### config.mk
export PLATFORM = sky130hd
export DESIGN_NAME = alu_issue_ctrl_flat
export DESIGN_NICKNAME = d
export VERILOG_FILES = /design/src/rtl/alu_pkg.sv /design/src/rtl/alu_issue_ctrl_if.sv /design/src/rtl/alu_op_decoder.sv /design/src/rtl/alu_issue_ctrl.sv /design/src/flat_wrapper.sv
export SDC_FILE = /design/constraint.sdc
export NUM_CORES = 1
export LEC_CHECK = 0
export ABC_CLOCK_PERIOD_IN_PS = 2400
export CORE_MARGIN = 5
export CORE_UTILIZATION = 35
export CTS_CLUSTER_SIZE = 30
export DETAILED_ROUTE_END_ITERATION = 10
export PLACE_DENSITY_LB_ADDON = 0.15
export SLEW_MARGIN = 5
export SYNTH_ARGS = -nofsm -noshare
export SYNTH_HDL_FRONTEND = slang
export SYNTH_SLANG_ARGS = --single-unit
### constraint.sdc
create_clock -name clk -period 2.4 [get_ports clk]
set_input_delay 0.36 -clock clk [delete_from_list [all_inputs] [get_ports clk]]
set_output_delay 0.36 -clock clk [all_outputs]
set_load 0.01 [all_outputs]
### src/rtl/alu_pkg.sv
// Shared encodings for the ALU issue controller: ALU op selects, MIPS opcode/funct
// values, FSM states and branch types.
package alu_pkg;

    localparam logic [2:0] ALU_AND = 3'd0;
    localparam logic [2:0] ALU_OR  = 3'd1;
    localparam logic [2:0] ALU_XOR = 3'd2;
    localparam logic [2:0] ALU_NOR = 3'd3;
    localparam logic [2:0] ALU_SLT = 3'd4;
    localparam logic [2:0] ALU_ADD = 3'd5;
    localparam logic [2:0] ALU_SUB = 3'd6;

    localparam logic [5:0] OP_RTYPE = 6'h00;
    localparam logic [5:0] OP_BEQ   = 6'h04;
    localparam logic [5:0] OP_BNE   = 6'h05;
    localparam logic [5:0] OP_ADDI  = 6'h08;
    localparam logic [5:0] OP_SLTI  = 6'h0A;
    localparam logic [5:0] OP_ANDI  = 6'h0C;
    localparam logic [5:0] OP_ORI   = 6'h0D;
    localparam logic [5:0] OP_XORI  = 6'h0E;
    localparam logic [5:0] OP_LW    = 6'h23;
    localparam logic [5:0] OP_SW    = 6'h2B;

    localparam logic [5:0] FN_ADD = 6'h20;
    localparam logic [5:0] FN_SUB = 6'h22;
    localparam logic [5:0] FN_AND = 6'h24;
    localparam logic [5:0] FN_OR  = 6'h25;
    localparam logic [5:0] FN_XOR = 6'h26;
    localparam logic [5:0] FN_NOR = 6'h27;
    localparam logic [5:0] FN_SLT = 6'h2A;

    typedef enum logic [1:0] {
        IDLE = 2'd0,
        EXEC = 2'd1,
        RESP = 2'd2
    } state_e;

    typedef enum logic [1:0] {
        BR_NONE = 2'd0,
        BR_BEQ  = 2'd1,
        BR_BNE  = 2'd2
    } br_e;

endpackage

### src/rtl/alu_issue_ctrl_if.sv
// Request/response handshake bundle between the multicycle datapath (master)
// and the ALU issue controller (slave).
interface alu_issue_ctrl_if #(
    parameter int DATA_W = 32,
    parameter int IMM_W  = 16
);
    logic              req_valid;
    logic              req_ready;
    logic [5:0]        req_opcode;
    logic [5:0]        req_funct;
    logic [DATA_W-1:0] req_rs;
    logic [DATA_W-1:0] req_rt;
    logic [IMM_W-1:0]  req_imm;

    logic              rsp_valid;
    logic              rsp_ready;
    logic [DATA_W-1:0] rsp_result;
    logic              rsp_zero;
    logic              rsp_branch_taken;
    logic              rsp_illegal;

    modport master (
        output req_valid, req_opcode, req_funct, req_rs, req_rt, req_imm, rsp_ready,
        input  req_ready, rsp_valid, rsp_result, rsp_zero, rsp_branch_taken, rsp_illegal
    );

    modport slave (
        input  req_valid, req_opcode, req_funct, req_rs, req_rt, req_imm, rsp_ready,
        output req_ready, rsp_valid, rsp_result, rsp_zero, rsp_branch_taken, rsp_illegal
    );
endinterface

### src/rtl/alu_op_decoder.sv
// Combinational MIPS opcode/funct decode into ALU select, operand-B source and
// branch type; anything not listed is flagged illegal.
module alu_op_decoder
    import alu_pkg::*;
(
    input  logic [5:0] opcode,
    input  logic [5:0] funct,
    output logic [2:0] alu_ctr,
    output logic       use_imm,
    output logic       sign_ext,
    output br_e        br_type,
    output logic       illegal
);

    always_comb begin
        alu_ctr  = ALU_AND;
        use_imm  = 1'b0;
        sign_ext = 1'b0;
        br_type  = BR_NONE;
        illegal  = 1'b0;
        case (opcode)
            OP_RTYPE: begin
                case (funct)
                    FN_ADD:  alu_ctr = ALU_ADD;
                    FN_SUB:  alu_ctr = ALU_SUB;
                    FN_AND:  alu_ctr = ALU_AND;
                    FN_OR:   alu_ctr = ALU_OR;
                    FN_XOR:  alu_ctr = ALU_XOR;
                    FN_NOR:  alu_ctr = ALU_NOR;
                    FN_SLT:  alu_ctr = ALU_SLT;
                    default: illegal = 1'b1;
                endcase
            end
            OP_ADDI, OP_LW, OP_SW: begin
                alu_ctr  = ALU_ADD;
                use_imm  = 1'b1;
                sign_ext = 1'b1;
            end
            OP_SLTI: begin
                alu_ctr  = ALU_SLT;
                use_imm  = 1'b1;
                sign_ext = 1'b1;
            end
            OP_ANDI: begin
                alu_ctr = ALU_AND;
                use_imm = 1'b1;
            end
            OP_ORI: begin
                alu_ctr = ALU_OR;
                use_imm = 1'b1;
            end
            OP_XORI: begin
                alu_ctr = ALU_XOR;
                use_imm = 1'b1;
            end
            OP_BEQ: begin
                alu_ctr = ALU_SUB;
                br_type = BR_BEQ;
            end
            OP_BNE: begin
                alu_ctr = ALU_SUB;
                br_type = BR_BNE;
            end
            default: illegal = 1'b1;
        endcase
    end

endmodule

### src/rtl/alu_issue_ctrl.sv
// Issues one decoded request to the external combinational ALU, captures its
// result one cycle later and holds the response until the datapath takes it.
module alu_issue_ctrl
    import alu_pkg::*;
#(
    parameter int DATA_W = 32,
    parameter int IMM_W  = 16
) (
    input  logic              clk,
    input  logic              reset,
    alu_issue_ctrl_if.slave   bus,
    output logic [DATA_W-1:0] alu_src1,
    output logic [DATA_W-1:0] alu_src2,
    output logic [2:0]        alu_ctr,
    input  logic [DATA_W-1:0] alu_result,
    input  logic              zero_bit
);

    state_e            state_q, state_d;
    logic [DATA_W-1:0] src1_q, src1_d, src2_q, src2_d;
    logic [2:0]        ctr_q, ctr_d;
    br_e               br_q, br_d;
    logic              ill_q, ill_d;
    logic              rsp_valid_q, rsp_valid_d;
    logic [DATA_W-1:0] rsp_result_q, rsp_result_d;
    logic              rsp_zero_q, rsp_zero_d;
    logic              rsp_br_q, rsp_br_d;
    logic              rsp_ill_q, rsp_ill_d;

    logic [2:0]        dec_ctr;
    logic              dec_use_imm, dec_sign_ext, dec_illegal;
    br_e               dec_br;
    logic [DATA_W-1:0] imm_ext;
    logic              accept;

    alu_op_decoder u_dec (
        .opcode   (bus.req_opcode),
        .funct    (bus.req_funct),
        .alu_ctr  (dec_ctr),
        .use_imm  (dec_use_imm),
        .sign_ext (dec_sign_ext),
        .br_type  (dec_br),
        .illegal  (dec_illegal)
    );

    assign imm_ext = {{(DATA_W-IMM_W){dec_sign_ext & bus.req_imm[IMM_W-1]}}, bus.req_imm};
    assign bus.req_ready = (state_q == IDLE) && !reset;
    assign accept = bus.req_valid && bus.req_ready;

    always_comb begin
        state_d      = state_q;
        src1_d       = src1_q;
        src2_d       = src2_q;
        ctr_d        = ctr_q;
        br_d         = br_q;
        ill_d        = ill_q;
        rsp_valid_d  = rsp_valid_q;
        rsp_result_d = rsp_result_q;
        rsp_zero_d   = rsp_zero_q;
        rsp_br_d     = rsp_br_q;
        rsp_ill_d    = rsp_ill_q;
        case (state_q)
            IDLE: begin
                if (accept) begin
                    state_d = EXEC;
                    br_d    = dec_br;
                    ill_d   = dec_illegal;
                    // An illegal request leaves the ALU inputs where they were.
                    if (!dec_illegal) begin
                        src1_d = bus.req_rs;
                        src2_d = dec_use_imm ? imm_ext : bus.req_rt;
                        ctr_d  = dec_ctr;
                    end
                end
            end
            EXEC: begin
                rsp_result_d = ill_q ? '0 : alu_result;
                rsp_zero_d   = !ill_q && zero_bit;
                rsp_br_d     = ((br_q == BR_BEQ) && zero_bit) || ((br_q == BR_BNE) && !zero_bit);
                rsp_ill_d    = ill_q;
                rsp_valid_d  = 1'b1;
                state_d      = RESP;
            end
            RESP: begin
                if (rsp_valid_q && bus.rsp_ready) begin
                    rsp_valid_d = 1'b0;
                    state_d     = IDLE;
                end
            end
            default: state_d = IDLE;
        endcase
    end

    always_ff @(posedge clk) begin
        if (reset) begin
            state_q      <= IDLE;
            src1_q       <= '0;
            src2_q       <= '0;
            ctr_q        <= ALU_AND;
            br_q         <= BR_NONE;
            ill_q        <= 1'b0;
            rsp_valid_q  <= 1'b0;
            rsp_result_q <= '0;
            rsp_zero_q   <= 1'b0;
            rsp_br_q     <= 1'b0;
            rsp_ill_q    <= 1'b0;
        end else begin
            state_q      <= state_d;
            src1_q       <= src1_d;
            src2_q       <= src2_d;
            ctr_q        <= ctr_d;
            br_q         <= br_d;
            ill_q        <= ill_d;
            rsp_valid_q  <= rsp_valid_d;
            rsp_result_q <= rsp_result_d;
            rsp_zero_q   <= rsp_zero_d;
            rsp_br_q     <= rsp_br_d;
            rsp_ill_q    <= rsp_ill_d;
        end
    end

    assign alu_src1             = src1_q;
    assign alu_src2             = src2_q;
    assign alu_ctr              = ctr_q;
    assign bus.rsp_valid        = rsp_valid_q;
    assign bus.rsp_result       = rsp_result_q;
    assign bus.rsp_zero         = rsp_zero_q;
    assign bus.rsp_branch_taken = rsp_br_q;
    assign bus.rsp_illegal      = rsp_ill_q;

endmodule

### src/flat_wrapper.sv
// flat-port wrapper written by rule: the top's interface ports become plain ports
module alu_issue_ctrl_flat import alu_pkg::*;
#(
    parameter int DATA_W = 32,
    parameter int IMM_W  = 16
)
  (clk, reset, alu_src1, alu_src2, alu_ctr, alu_result, zero_bit, bus_req_valid, bus_req_opcode, bus_req_funct, bus_req_rs, bus_req_rt, bus_req_imm, bus_rsp_ready, bus_req_ready, bus_rsp_valid, bus_rsp_result, bus_rsp_zero, bus_rsp_branch_taken, bus_rsp_illegal);
  alu_issue_ctrl_if #(.DATA_W(DATA_W), .IMM_W(IMM_W)) bus_i ();
  input  logic clk;
  input  logic reset;
  output logic [DATA_W-1:0] alu_src1;
  output logic [DATA_W-1:0] alu_src2;
  output logic [2:0] alu_ctr;
  input  logic [DATA_W-1:0] alu_result;
  input  logic zero_bit;
  input wire logic [$bits(bus_i.req_valid)-1:0] bus_req_valid;
  input wire logic [$bits(bus_i.req_opcode)-1:0] bus_req_opcode;
  input wire logic [$bits(bus_i.req_funct)-1:0] bus_req_funct;
  input wire logic [$bits(bus_i.req_rs)-1:0] bus_req_rs;
  input wire logic [$bits(bus_i.req_rt)-1:0] bus_req_rt;
  input wire logic [$bits(bus_i.req_imm)-1:0] bus_req_imm;
  input wire logic [$bits(bus_i.rsp_ready)-1:0] bus_rsp_ready;
  output wire logic [$bits(bus_i.req_ready)-1:0] bus_req_ready;
  output wire logic [$bits(bus_i.rsp_valid)-1:0] bus_rsp_valid;
  output wire logic [$bits(bus_i.rsp_result)-1:0] bus_rsp_result;
  output wire logic [$bits(bus_i.rsp_zero)-1:0] bus_rsp_zero;
  output wire logic [$bits(bus_i.rsp_branch_taken)-1:0] bus_rsp_branch_taken;
  output wire logic [$bits(bus_i.rsp_illegal)-1:0] bus_rsp_illegal;
  assign bus_i.req_valid = bus_req_valid;
  assign bus_i.req_opcode = bus_req_opcode;
  assign bus_i.req_funct = bus_req_funct;
  assign bus_i.req_rs = bus_req_rs;
  assign bus_i.req_rt = bus_req_rt;
  assign bus_i.req_imm = bus_req_imm;
  assign bus_i.rsp_ready = bus_rsp_ready;
  assign bus_req_ready = bus_i.req_ready;
  assign bus_rsp_valid = bus_i.rsp_valid;
  assign bus_rsp_result = bus_i.rsp_result;
  assign bus_rsp_zero = bus_i.rsp_zero;
  assign bus_rsp_branch_taken = bus_i.rsp_branch_taken;
  assign bus_rsp_illegal = bus_i.rsp_illegal;
  alu_issue_ctrl #(.DATA_W(DATA_W), .IMM_W(IMM_W)) u_core (.clk(clk), .reset(reset), .bus(bus_i), .alu_src1(alu_src1), .alu_src2(alu_src2), .alu_ctr(alu_ctr), .alu_result(alu_result), .zero_bit(zero_bit));
endmodule
==> results of run 1 <==
==> path summary, 6_finish.rpt <==
check / startpoint / endpoint / slack, ns / depth (start not counted)
max: bus_req_opcode[0] / u_core.alu_src2[3]$_SDFFE_PP0P_ / 0.22 / 8
min: u_core.bus.rsp_result[9]$_SDFFE_PP0P_ / u_core.bus.rsp_result[9]$_SDFFE_PP0P_ / 0.45 / 2
max reg2reg: u_core.state_q[1]$_SDFFE_PP0P_ / u_core.alu_src2[3]$_SDFFE_PP0P_ / 0.25 / 6
min reg2reg: u_core.bus.rsp_result[9]$_SDFFE_PP0P_ / u_core.bus.rsp_result[9]$_SDFFE_PP0P_ / 0.45 / 2
==> layout by cell type (no fill, tap or decap), drive strengths merged, types with 23 or more instances in the layout <==
cell / instances
nand2: 39
nand2b: 36
buf: 23
dfxtp: 108
clkdlybuf4s50: 231
mux2i: 49
mux2: 35
nand3b: 35
nor2b: 37
a21oi: 56
==> layout make-up <==
type | instances | area share
inverter | 5 | 0.00249
tap | 176 | 0.0292
clock inverter | 2 | 0.00465
sequential | 108 | 0.287
clock buffer | 13 | 0.0332
timing repair buffer | 254 | 0.337
multi-input combinational | 330 | 0.307
==> critical path: cells and delay by family <==
kind | cells | cell delay [ns]
and+or+nand+nor | 1 | 0.21
buffers and inverters | 3 | 0.96
AOI/OAI and AO/OA | 3 | 0.70
muxes | 1 | 0.20
==> kinds of logic (layout without fill, tap and decap cells) <==
logic type	count (synthesis)	in the layout
multiplexers	84	84
buffers and inverters	42	274
AO/OA/AOI/OAI	70	70
AND/OR/NAND/NOR	176	176
flip-flops	108	108
==> power groups by stage <==
stage	sequential (mW)	clock (mW)	combinational (mW)
after floorplan	1.95	0	0.220
after global placement	1.93	0	0.638
after detailed placement	1.94	0	0.649
after CTS	1.90	1.50	0.652
after global routing	1.91	1.56	0.695
final	1.90	1.45	0.644
==> state kept, by name (all words and copies together), names as in the netlist <==
register                     cells
u_core.alu_src2                 32
u_core.bus.rsp_illegal           1
u_core.br_q                      2
u_core.bus.rsp_zero              1
u_core.alu_ctr                   3
u_core.bus.rsp_valid             1
u_core.bus.rsp_result           32
u_core.alu_src1                 32
u_core.ill_q                     1
u_core.state_q                   2
u_core.bus.rsp_branch_taken      1
==> metrics by stage <==
step,setup slack (ns),TNS [ns],hold slack [ns]
6_report,0.220,0,0.449
5_1_grt,0.0225,0,0.472
4_1_cts,0.220,0,0.455
3_5_place_dp,-0.132,-6.34,0.445
3_3_place_gp,-0.0584,-3.15,0.437
2_1_floorplan,0.225,0,0.476
==> per-layer routing <==
| layer | track usage | part of all wire | vias up |
|---|---|---|---|
| li1 | - | - | 2086 |
| met1 | 0.193 | 0.40 | 1939 |
| met2 | 0.308 | 0.50 | 148 |
| met3 | 0.0682 | 0.084 | 19 |
| met4 | 0.0625 | 0.017 | 4 |
| met5 | 0 | 0.0015 | - |
==> flow_metrics.tcl, run 1 <==
set metrics [dict create \
    worstSetupStartpointType "primary input" \
    track_usage 0.175 \
    ff_latch_area_um2 2160 \
    cap_viol_max_count 0 \
    multi_input_gate_area_in_the_final_layout_um2 2310 \
    netlist_area_um2 4650 \
    grt_setup_unrepaired "false" \
    global_route.overflow_total 0 \
    worst-endpoint-required_ns 2.67 \
    count_of_cell_types_in_the_netlist 32 \
    placeableCoreArea_um2 13100 \
    asyncSetResetFlopFracSynth 0 \
    run_status "finished, final reports clean" \
    arrival_ns 2.45 \
    slew_viol_final 0 \
    clock.fmax_ghz 0.459 \
    clock_skew_ns 0.00427 \
    synth_top_family_by_area "simple AND/OR/NAND/NOR gates" \
    synth_top_flop_cell "sky130_fd_sc_hd__dfxtp_1" \
    detailed_place_hpwl_um 10400 \
    yosys_warnings 0 \
    number_of_antenna_violations_at_the_first_check_in_global_routing 2 \
    antenna-diode-count 0 \
    clockRootBuffer "sky130_fd_sc_hd__clkbuf_16" \
    slew_headroom 0.315 \
    utilization 0.573 \
    clkSinkCount 108 \
    synth_fa_ha_area_frac 0 \
    grt_max_degree 109 \
    die_w_um 125 \
    fin_total_pwr_mw 3.99 \
    cts-resized-gates 0 \
    fillers 1198 \
    share_seq_of_total_power 0.476 \
    stdcell_area_um2 7530 \
    hold_viol 0 \
    detail_route.first_pass.iterations 4 \
    final_min_period_over_clock_period 0.908 \
    postRouteWirelength_um 14000 \
    cts_post_setup_buffers_inserted 0 \
    drc 0 \
    critPathMaxFanout 37 \
    post_synth_main_area_contributors "sky130_fd_sc_hd__dfxtp_1, sky130_fd_sc_hd__mux2i_1, sky130_fd_sc_hd__mux2_1, sky130_fd_sc_hd__a21oi_1, sky130_fd_sc_hd__nand3b_1" \
    detailedRoute.firstIterationViolations 172 \
    syn_inst 480 \
    comb_power_share 0.162 \
    detailed_place.area_um2 7250 \
    final_nets 837 \
    dieHeight_um 125 \
    simple_logic_cell_fraction_of_the_synthesized_area 0.217 \
    irDropWorstVdd_mv 0.284 \
    synth_compound_area_frac 0.0866 \
    post_cts_hold_buffer_count 0 \
    switching_power_mw 0.896 \
    finalNonFillerCells 888 \
    tritoncts "done" \
    critPathKind "primary input to flop" \
    cts_htree_levels 3 \
    layout-area-overhead-vs-synth_pct 61.9 \
    max_stage_delay_ns 0.46 \
    first_global_vias 4403 \
    globalplace.congestion 0.792 \
    i_o_pin_cnt 233 \
    start_util 0.354 \
    synth.top_cells.by_count "sky130_fd_sc_hd__dfxtp_1, sky130_fd_sc_hd__a21oi_1, sky130_fd_sc_hd__mux2i_1" \
    worst_skew_late_latency_ns 0.34 \
    clk_pin_slew_ns 0.06 \
    fp.dieArea_um2 15700 \
    most_frequent_cell_after_synthesis "sky130_fd_sc_hd__dfxtp_1" \
    post_synth_xor_area_fraction 0 \
    syn-mean-instance-area_um2 9.69 \
    power_frac_clock 0.363 \
    synth_sequential_area_ratio 0.465 \
    first_pass_grt_wire_length_um 22500 \
    route.antenna.remaining_nets 0 \
    std_cell_rows 42 \
    synth-seq-cells 108 \
    vias_per_cell 4.73 \
    placed_cells 873 \
    finalWorstPathRequiredPeriod_ns 2.18 \
    cell_internal_power_mw 3.09 \
    setup_viol 0 \
    portBuffers 232 \
    power.share.switching 0.225 \
    worst_hold_path_type "flop to flop" \
    vias_after_detailed_routing 4196 \
    share_of_the_synthesized_area_in_the_top_cell_type 0.465 \
    power.density_nw_per_um2 529 \
    netlist.top_cell.by_area "sky130_fd_sc_hd__dfxtp_1" \
    post_drt_wl_per_cell_um 15.7 \
    timing.critical_path.cells "clkdlybuf4s50_1, nand2b_1, o21a_1, o22a_1, a2111oi_4, buf_12, buf_12, mux2i_1" \
    synth.area.mux_share 0.190 \
    crit_slowest_cell "sky130_fd_sc_hd__clkdlybuf4s50_1" \
    most_frequent_cell_on_the_critical_path "sky130_fd_sc_hd__buf_12" \
    bufs_on_longest_clock_path 2 \
    lkg_pwr_nw 2.82 \
    synth_edf_count 0 \
    worstMarginPinSlew_ns 1.03 \
    tritoncts.num_buffers 9 \
    synthesis.nets 609 \
    timing.critical_path.to_type "flop" \
    layout_cells_sized_above_1 0.0548 \
]
Power figures use the tool's default switching activity.
==> inputs of run 2 (changes only) <==
Settings changed: CORE_MARGIN 5 to 10.
==> flow_metrics.tcl, run 2 (same netlist as run 1, synthesis figures left out) <==
set metrics [dict create \
    timing.critical_path.cells "clkdlybuf4s50_1, nor2b_1, o21a_1, o22a_1, a2111oi_4, buf_4, buf_4, mux2i_1" \
    global_route.overflow_total 0 \
    clock_skew_ns 0.00911 \
    layout-area-overhead-vs-synth_pct 62.8 \
    met3WireLength_um 1550 \
    clockRootBuffer "sky130_fd_sc_hd__clkbuf_16" \
    ff_latch_area_um2 2160 \
    fillers 1172 \
    critPathMaxFanout 14 \
    most_frequent_cell_on_the_critical_path "sky130_fd_sc_hd__buf_4" \
    start_util 0.354 \
    setup_tns_ns 0 \
    setup_viol 0 \
    lkg_pwr_nw 2.84 \
    worstRegToRegCells 6 \
    tritoncts "done" \
    post_drt_wl_per_cell_um 17.1 \
    i_o_pin_cnt 233 \
    clk_pin_slew_ns 0.07 \
    slew_headroom 0.312 \
    number_of_antenna_violations_at_the_first_check_in_global_routing 0 \
    cts_post_setup_buffers_inserted 0 \
    post_cts_hold_buffer_count 0 \
    grt_setup_unrepaired "false" \
    max_stage_delay_ns 0.51 \
    fin_total_pwr_mw 4.07 \
    crit_slowest_cell "sky130_fd_sc_hd__clkdlybuf4s50_1" \
    irDropWorstVdd_mv 0.297 \
    worst_skew_late_latency_ns 0.35 \
    cts_htree_levels 3 \
    placeableCoreArea_um2 13100 \
    hold_viol 0 \
    layout_cells_sized_above_1 0.0669 \
    portBuffers 232 \
    dieHeight_um 135 \
    detailed_place.area_um2 7250 \
    bufs_on_longest_clock_path 2 \
    final_nets 842 \
    track_usage 0.157 \
    final_min_period_over_clock_period 0.924 \
    postRouteWirelength_um 15300 \
    clock.fmax_ghz 0.451 \
    worst_hold_path_type "flop to flop" \
    die_w_um 135 \
    cap_viol_max_count 0 \
    multi_input_gate_area_in_the_final_layout_um2 2320 \
    run_status "finished, final reports clean" \
    layout.cells.most_common_list "sky130_fd_sc_hd__clkdlybuf4s50_1, sky130_fd_sc_hd__dfxtp_1, sky130_fd_sc_hd__a21oi_1" \
    clkSinkCount 108 \
    finalWorstPathRequiredPeriod_ns 2.22 \
    worst-endpoint-required_ns 2.68 \
    met1_length_um 6260 \
    routed.top_layer "met4" \
    worstMarginPinSlew_ns 1.03 \
    mostFrequentLayoutCell "sky130_fd_sc_hd__clkdlybuf4s50_1" \
    stdcell_area_um2 7570 \
    drc 0 \
    globalplace.congestion 0.811 \
    tritoncts.num_buffers 9 \
    detailed_place_hpwl_um 11500 \
    met2_routed_wl_um 7280 \
    critPathKind "primary input to flop" \
    detail_route.first_pass.iterations 4 \
    route.antenna.remaining_nets 0 \
    place_ws_ns -0.248 \
    power.density_nw_per_um2 538 \
    timing.critical_path.to_type "flop" \
    detailedRoute.firstIterationViolations 244 \
    cts-resized-gates 0 \
    std_cell_rows 42 \
    grt_max_degree 109 \
    vias_per_cell 4.69 \
    timing.hold.worst_path_depth 2 \
    slew_viol_final 0 \
    arrival_ns 2.50 \
    postLayoutSetupSlackWorst_ns 0.182 \
    first_global_vias 4366 \
    fp.dieArea_um2 18300 \
    vias_after_detailed_routing 4201 \
    first_pass_grt_wire_length_um 23000 \
    worstSetupStartpointType "primary input" \
]
## run 2: final cells by class
class / count / area share
clock buffer: 10 / 0.0316
multi-input combinational: 331 / 0.306
clock inverter: 6 / 0.00942
timing repair buffer: 258 / 0.335
inverter: 5 / 0.00248
antenna: 1 / 0.000330
tap: 176 / 0.0291
sequential: 108 / 0.285
## run 2: metrics by stage
step | utilization | cells | hold WS (ns)
2_1_floorplan | - | 480 | 0.476
3_3_place_gp | 0.552 | 877 | 0.438
3_5_place_dp | 0.552 | 877 | 0.445
4_1_cts | 0.576 | 893 | 0.456
5_1_grt | 0.576 | 894 | 0.478
6_report | 0.576 | 895 | 0.453
## run 2: worst max-delay path: cells and delay by family
family | cells | cell delay, ns
compound gates | 3 | 0.73
simple gates | 1 | 0.18
mux | 1 | 0.20
buf+inv | 3 | 1.03
## run 2: where the power goes
| group | internal (mW) | leakage [nW] | switching [mW] |
|---|---|---|---|
| Combinational | 0.406 | 1.82 | 0.244 |
| Clock | 0.845 | 0.145 | 0.683 |
| Sequential | 1.85 | 0.875 | 0.0422 |
## run 2: per-layer routing
metal | vias up | track usage
met5 | - | 0
met4 | 0 | 0.0562
met3 | 12 | 0.0708
met2 | 149 | 0.256
met1 | 1931 | 0.178
li1 | 2109 | -
## run 2: final timing paths
kind / end / slack (ns) / startpoint
worst max-delay path: u_core.alu_src2[11]$_SDFFE_PP0P_ / 0.18 / bus_req_opcode[0]
worst min-delay path: u_core.bus.rsp_result[17]$_SDFFE_PP0P_ / 0.45 / u_core.bus.rsp_result[17]$_SDFFE_PP0P_
worst max register to register: u_core.alu_src2[11]$_SDFFE_PP0P_ / 0.39 / u_core.state_q[1]$_SDFFE_PP0P_
worst min register to register: u_core.bus.rsp_result[17]$_SDFFE_PP0P_ / 0.45 / u_core.bus.rsp_result[17]$_SDFFE_PP0P_
